--- src/rtl/udp_rx_port_filter.sv ---
// udp_rx_port_filter: parses the UDP header, matches (src,dst) against a NUM_PORTS table, forwards accepted payload with the table index.
// Latency: each payload byte is on m_data 1 cycle after it is accepted; drop/abort pulses follow the deciding byte by 1 cycle.
// Backpressure: none, input is never stalled and the consumer must take every m_valid byte. Define UDP_CSUM_CHECK_EN for checksum checking.
module udp_rx_port_filter #(
   parameter int NUM_PORTS = 4,
   parameter int IDX_W     = ($clog2(NUM_PORTS) > 0) ? $clog2(NUM_PORTS) : 1
) (
   input  logic                   aclk,
   input  logic                   aresetn,
   input  logic [7:0]             s_data,
   input  logic                   s_valid,
   input  logic                   s_last,
   input  logic                   ip_header_done,
   input  logic                   ip_header_valid,
   input  logic [15:0]            ip_pseudo_sum,
   input  logic [16*NUM_PORTS-1:0] port_src_tbl,
   input  logic [16*NUM_PORTS-1:0] port_dst_tbl,
   input  logic [NUM_PORTS-1:0]   port_en,
   output logic [7:0]             m_data,
   output logic                   m_valid,
   output logic                   m_last,
   output logic                   m_abort,
   output logic [IDX_W-1:0]       m_port_idx,
   output logic                   drop_pulse,
   output logic [1:0]             drop_code,
   output logic                   csum_err
);

   typedef enum logic [2:0] {IDLE, SRC, DST, LEN, CSUM, PAYLOAD, DISCARD} state_t;

   state_t           state;
   logic             second;      // second byte of a 2-byte header field is next
   logic [7:0]       hdr_hi;      // first (high) byte of the field being assembled
   logic [15:0]      src_port;
   logic [15:0]      remaining;   // payload bytes still to forward
   logic [15:0]      pair;
   logic             hit;
   logic [IDX_W-1:0] hit_idx;
   logic             last_pay;

   assign pair     = {hdr_hi, s_data};
   assign last_pay = s_valid && !ip_header_done && (state == PAYLOAD) && (remaining == 16'd1);

   // Parallel table match on the dst-low byte; lowest enabled matching entry wins
   always_comb begin
      hit     = 1'b0;
      hit_idx = '0;
      for (int i = NUM_PORTS - 1; i >= 0; i--) begin
         if (port_en[i] &&
             ((port_src_tbl[16*i +: 16] == 16'h0000) || (port_src_tbl[16*i +: 16] == src_port)) &&
             (port_dst_tbl[16*i +: 16] == pair)) begin
            hit     = 1'b1;
            hit_idx = IDX_W'(i);
         end
      end
   end

   // Header parser / payload forwarder; all outputs registered, pulses last one cycle
   always_ff @(posedge aclk or negedge aresetn) begin
      if (!aresetn) begin
         state      <= IDLE;
         second     <= 1'b0;
         hdr_hi     <= 8'h00;
         src_port   <= 16'h0000;
         remaining  <= 16'h0000;
         m_data     <= 8'h00;
         m_valid    <= 1'b0;
         m_last     <= 1'b0;
         m_abort    <= 1'b0;
         m_port_idx <= '0;
         drop_pulse <= 1'b0;
         drop_code  <= 2'd0;
      end else begin
         m_valid    <= 1'b0;
         m_last     <= 1'b0;
         m_abort    <= 1'b0;
         drop_pulse <= 1'b0;
         if (s_valid) begin
            if (ip_header_done) begin
               // New header start always wins; an open payload is cut short
               hdr_hi <= s_data;
               second <= 1'b0;
               if (state == PAYLOAD) begin
                  m_abort    <= 1'b1;
                  drop_pulse <= 1'b1;
                  drop_code  <= 2'd3;
               end
               if (s_last) begin
                  drop_pulse <= 1'b1;
                  drop_code  <= 2'd3;
                  state      <= IDLE;
               end else begin
                  state <= SRC;
               end
            end else begin
               case (state)
                  IDLE: ;
                  SRC: begin
                     if (s_last) begin
                        drop_pulse <= 1'b1;
                        drop_code  <= 2'd3;
                        state      <= IDLE;
                     end else if (!ip_header_valid) begin
                        drop_pulse <= 1'b1;
                        drop_code  <= 2'd1;
                        state      <= DISCARD;
                     end else begin
                        src_port <= pair;
                        state    <= DST;
                     end
                  end
                  DST, LEN, CSUM: begin
                     if (s_last && !(state == CSUM && second && remaining == 16'd0)) begin
                        drop_pulse <= 1'b1;
                        drop_code  <= 2'd3;
                        state      <= IDLE;
                     end else if (!second) begin
                        hdr_hi <= s_data;
                        second <= 1'b1;
                     end else begin
                        second <= 1'b0;
                        if (state == DST) begin
                           if (hit) begin
                              m_port_idx <= hit_idx;
                              state      <= LEN;
                           end else begin
                              drop_pulse <= 1'b1;
                              drop_code  <= 2'd0;
                              state      <= DISCARD;
                           end
                        end else if (state == LEN) begin
                           if (pair < 16'd8) begin
                              drop_pulse <= 1'b1;
                              drop_code  <= 2'd2;
                              state      <= DISCARD;
                           end else begin
                              remaining <= pair - 16'd8;
                              state     <= CSUM;
                           end
                        end else begin
                           state <= (remaining == 16'd0) ? IDLE : PAYLOAD;
                        end
                     end
                  end
                  PAYLOAD: begin
                     if (remaining == 16'd1) begin
                        m_valid <= 1'b1;
                        m_data  <= s_data;
                        m_last  <= 1'b1;
                        state   <= s_last ? IDLE : DISCARD;
                     end else if (s_last) begin
                        m_abort    <= 1'b1;
                        drop_pulse <= 1'b1;
                        drop_code  <= 2'd3;
                        state      <= IDLE;
                     end else begin
                        m_valid   <= 1'b1;
                        m_data    <= s_data;
                        remaining <= remaining - 16'd1;
                     end
                  end
                  DISCARD: if (s_last) state <= IDLE;
                  default: state <= IDLE;
               endcase
            end
         end
      end
   end

`ifdef UDP_CSUM_CHECK_EN
   logic [15:0] csum_acc;
   logic [15:0] rx_csum;
   logic [15:0] byte_word;
   logic [15:0] csum_fin;
   logic        odd_byte;

   function automatic logic [15:0] oc_add(input logic [15:0] a, input logic [15:0] b);
      logic [16:0] s;
      s = {1'b0, a} + {1'b0, b};
      return s[15:0] + {15'd0, s[16]};
   endfunction

   // Even-indexed bytes are word high halves, odd-indexed low halves; a lone last byte is padded low
   assign byte_word = odd_byte ? {8'h00, s_data} : {s_data, 8'h00};
   assign csum_fin  = oc_add(csum_acc, byte_word);

   // Running 1's-complement sum over pseudo header, UDP header and payload
   always_ff @(posedge aclk or negedge aresetn) begin
      if (!aresetn) begin
         csum_acc <= 16'h0000;
         rx_csum  <= 16'h0000;
         odd_byte <= 1'b0;
         csum_err <= 1'b0;
      end else begin
         csum_err <= 1'b0;
         if (s_valid && ip_header_done) begin
            csum_acc <= oc_add(ip_pseudo_sum, {s_data, 8'h00});
            odd_byte <= 1'b1;
         end else if (s_valid && (state inside {SRC, DST, LEN, CSUM, PAYLOAD})) begin
            csum_acc <= csum_fin;
            odd_byte <= ~odd_byte;
            if (state == CSUM && second) rx_csum <= pair;
            if (last_pay) csum_err <= !((csum_fin == 16'hFFFF) || (rx_csum == 16'h0000));
         end
      end
   end
`else
   logic unused_pseudo;
   assign unused_pseudo = ^{ip_pseudo_sum, last_pay};
   assign csum_err      = 1'b0;
`endif

endmodule

--- config.mk ---
export PLATFORM = sky130hd
export DESIGN_NAME = udp_rx_port_filter
export DESIGN_NICKNAME = d
export VERILOG_FILES = /design/src/rtl/udp_rx_port_filter.sv
export SDC_FILE = /design/constraint.sdc
export NUM_CORES = 1
export LEC_CHECK = 0
export BUFFER_PORTS_ARGS = -buffer_cell sky130_fd_sc_hd__clkbuf_2
export CAP_MARGIN = 20
export CORE_MARGIN = 1
export CORE_UTILIZATION = 46
export DETAILED_ROUTE_END_ITERATION = 12
export GPL_ROUTABILITY_DRIVEN = 0
export GPL_TIMING_DRIVEN = 0
export HOLD_SLACK_MARGIN = 0.02
export PLACE_DENSITY = 0.84
export SYNTH_ARGS = -nofsm -noshare
export SYNTH_HDL_FRONTEND = slang
export SYNTH_SLANG_ARGS = --single-unit
--- constraint.sdc ---
create_clock -name aclk -period 2.5 [get_ports aclk]
set_clock_uncertainty 0.1 [all_clocks]
set_input_delay 0.25 -clock aclk [delete_from_list [all_inputs] [get_ports aclk]]
set_output_delay 0.25 -clock aclk [all_outputs]
set_load 0.03 [all_outputs]
==> flow_summary.ini <==
[sta]
slew_headroom_pct = 42.2
fmax_mhz = 384
setup_ws_ns = -0.107
layout_min_cycle_time_ns = 2.61
rsz0062_at_grt = yes
fin_tns_setup_ns = -0.902
hold_viol_final = 0
post-route-period-util_pct = 104
setup_viol = 18
tightest_slew_ns = 0.861
maxSlewViolCount = 0

[yosys]
syn_avg_cell_area_sq_um = 8.67
netlist-cell-type-count = 63
synth-main-ff-cell = dfrtp_1
synthesis.area_sq_um = 5050
yosys_register_bits = 60
synth_nets = 747
synth_top_cell_by_area = dfrtp_1
synth_top_cell_area_share_pct = 29.7
async_flop_share_pct = 100
synth_cells = 582
synth_area_leaders = dfrtp_1 30%, xor2_1 22%, nor4_1 5.9%, mux2_2 4.9%, nand2_1 4.1%
synth_warnings = 0
synth_edf_count = 0
ys_seq_area_share_pct = 29.7

[cells_and_area]
fin_cells = 918
drive_gt1_share_pct = 39.4
nNetsFinal = 943
area_delta_synth_final_pct = 32.9
n_antenna_cell = 0
design_area_sq_um = 6710

[global_routing]
grt_pass1_wl_um = 24200
grt_pass1_vias = 5003
antenna_found_initial = 0
grt_start_max_net_pins = 61
grt_use_total_pct = 27.3
globalRouteOverflowTotal = 0

[power]
sw_frac_of_total_pct = 36.4
p_leak_nw = 3.23
seq_power_share_pct = 32.1
p_per_area_nw_per_um2 = 575
p_comb_share_pct = 41.8
ir_drop_v = 0.000353
internal-power_mw = 2.45
pwr-share-clk_pct = 26.1
power.switching_mw = 1.40

[critical_path]
crit_required_ns = 2.64
cp.arrival_ns = 2.74
crit_path_max_fanout = 5
setup.worst_path.class = reg -> reg
cp-start-kind = flip-flop
end_kind = flip-flop

[route]
drtIter0Drc = 586
avgViaCountPerCell = 5.78
num_vias = 5305
drc = 0
wire_per_inst_um = 17.7
drt_pre_antenna_iters = 6
ant_nets = 0
drt-total-wl_um = 16200

[clock_network]
cts_tree = done
path_clk_slew_ns = 0.08
clk_latency_ns = 0.35
cts_sinks = 60
ctsHtreeMaxLevel = 3
root_buffer = clkbuf_8
numCtsBuffers = 9
clk_path_buf_depth = 2

[place]
dp_hpwl_um = 11600
place_area_sq_um = 5990
dp_slack_ns = -0.306
dp_cells = 871
port_buffers = 153

[floorplanning]
fp-row-count = 37
fp.dieArea_sq_um = 11400
ioPinCount = 179
fp.dieH_um = 107
die_w_um = 107
start_util_pct = 48.2
design.core.area_sq_um = 10500

[worst_hold_path]
hold_class = in -> reg

[run_status]
violations = setup timing
status = finished with violations

[run]
maxCapViolations = 0
-- flip-flops by register name, summed over array words and instances, names as in the netlist, 2 cells and up --
register / count
m_data: 8
src_port: 16
remaining: 16
drop_code: 2
state: 3
m_port_idx: 2
hdr_hi: 8
-- critical path: stages (launching register included) --
cell      delay (ns)
dfrtp_2         0.45
or3_4           0.38
or4_4           0.46
o31ai_4         0.29
o21ai_1         0.12
o211a_2         0.17
a222oi_1        0.29
a21bo_1         0.24
-- cells in the mapped netlist (9+ instances only) --
library cell	n
dfrtp_1	60
xor2_1	129
nand4_1	14
buf_2	18
clkbuf_1	14
a21oi_1	23
nor2_1	27
clkbuf_2	10
inv_1	15
nand3_1	11
nor4_1	48
nor3_1	9
nand2_1	55
o21ai_0	23
mux2_2	22
-- per-stage QoR --
step | hold WS (ns) | power [mW] | utilization, %
6_report | 0.157 | 3.86 | 64.1
5_1_grt | 0.177 | 4.04 | 64.1
4_1_cts | 0.148 | 3.70 | 61.1
3_5_place_dp | 0.325 | 2.64 | 57.2
3_3_place_gp | 0.361 | 2.60 | 57.2
2_1_floorplan | -0.146 | 2.21 | -
-- timing repair --
action,4_1_cts,5_1_grt
resized for setup,18,52
endpoints found under the hold margin,60,0
pin swaps,15,23
gates cloned,0,1
setup buffers,12,20
setup endpoints to repair,25,34
hold buffers,1,0
-- cell type report --
class,count,area [sq um]
Fill cell,862,3750
Clock inverter,4,72.6
Multi-Input combinational cell,457,3430
Buffer,48,288
Timing Repair Buffer,187,1040
Inverter,15,56.3
Tap cell,136,170
Sequential cell,60,1500
Clock buffer,11,151
-- cell families (layout without fill, tap and decap cells) --
logic type	after synthesis	in the layout	synth area share [%]
buffers and inverters	65	265	6.35
XOR/XNOR	137	137	23.8
other	1	1	0.0743
multiplexers	22	22	4.91
AO/OA/AOI/OAI	98	98	13.4
adder cells (fa/ha/maj)	3	3	0.744
AND/OR/NAND/NOR	196	196	21.0
flip-flops	60	60	29.7
-- worst paths after layout --
path                                            start                       end  slack [ns]  cells past startpoint
worst min register to register  m_data[2]$_DFFE_PN0P_     m_data[2]$_DFFE_PN0P_        0.38                      2
worst min-delay path                        s_data[6]     m_data[6]$_DFFE_PN0P_        0.16                      3
worst max register to register  hdr_hi[3]$_DFFE_PN0P_      state[0]$_DFFE_PN0P_       -0.11                      7
worst max-delay path            hdr_hi[3]$_DFFE_PN0P_      state[0]$_DFFE_PN0P_       -0.11                      7
max in group asynchronous                     aresetn  remaining[4]$_DFFE_PN0P_        1.27                      2
min in group asynchronous                     aresetn        second$_DFFE_PN0P_        0.46                      2
-- per-layer routing --
metal / GRT usage (%) / routed length [um]
met5: 0 / 0
met4: 8.71 / 370
met3: 5.29 / 1340
met2: 45.6 / 8030
met1: 35.4 / 6510
-- power groups by stage --
stage	combinational, mW	clock, mW	sequential (mW)
after floorplan	0.955	0	1.26
after global placement	1.37	0	1.23
after detailed placement	1.41	0	1.23
after CTS	1.47	1.02	1.22
after global routing	1.73	1.05	1.26
final	1.61	1.01	1.24
-- placed cells by master (no fill, tap or decap), types with 3 or more instances in the layout --
cell type and n:
clkbuf_2 164, xor2_1 127, dfrtp_1 58, nand2_1 55
nor4_1 44, buf_4 31, nor2_1 26, o21ai_0 22
mux2_2 22, inv_1 15, nand4_1 14, a21oi_1 14
buf_2 14, clkbuf_8 14, nand3_1 11, clkbuf_1 10
a21oi_2 9, nor3_1 8, xnor2_1 8, buf_6 8
o21ai_1 5, nand2b_1 5, a22o_1 5, o22ai_1 5
nor4_2 4, and3_1 4, o211ai_1 4, and2b_2 3
o21a_1 3, a32o_1 3, o31ai_1 3, clkbuf_4 3
(Power assumes the default switching activity.)
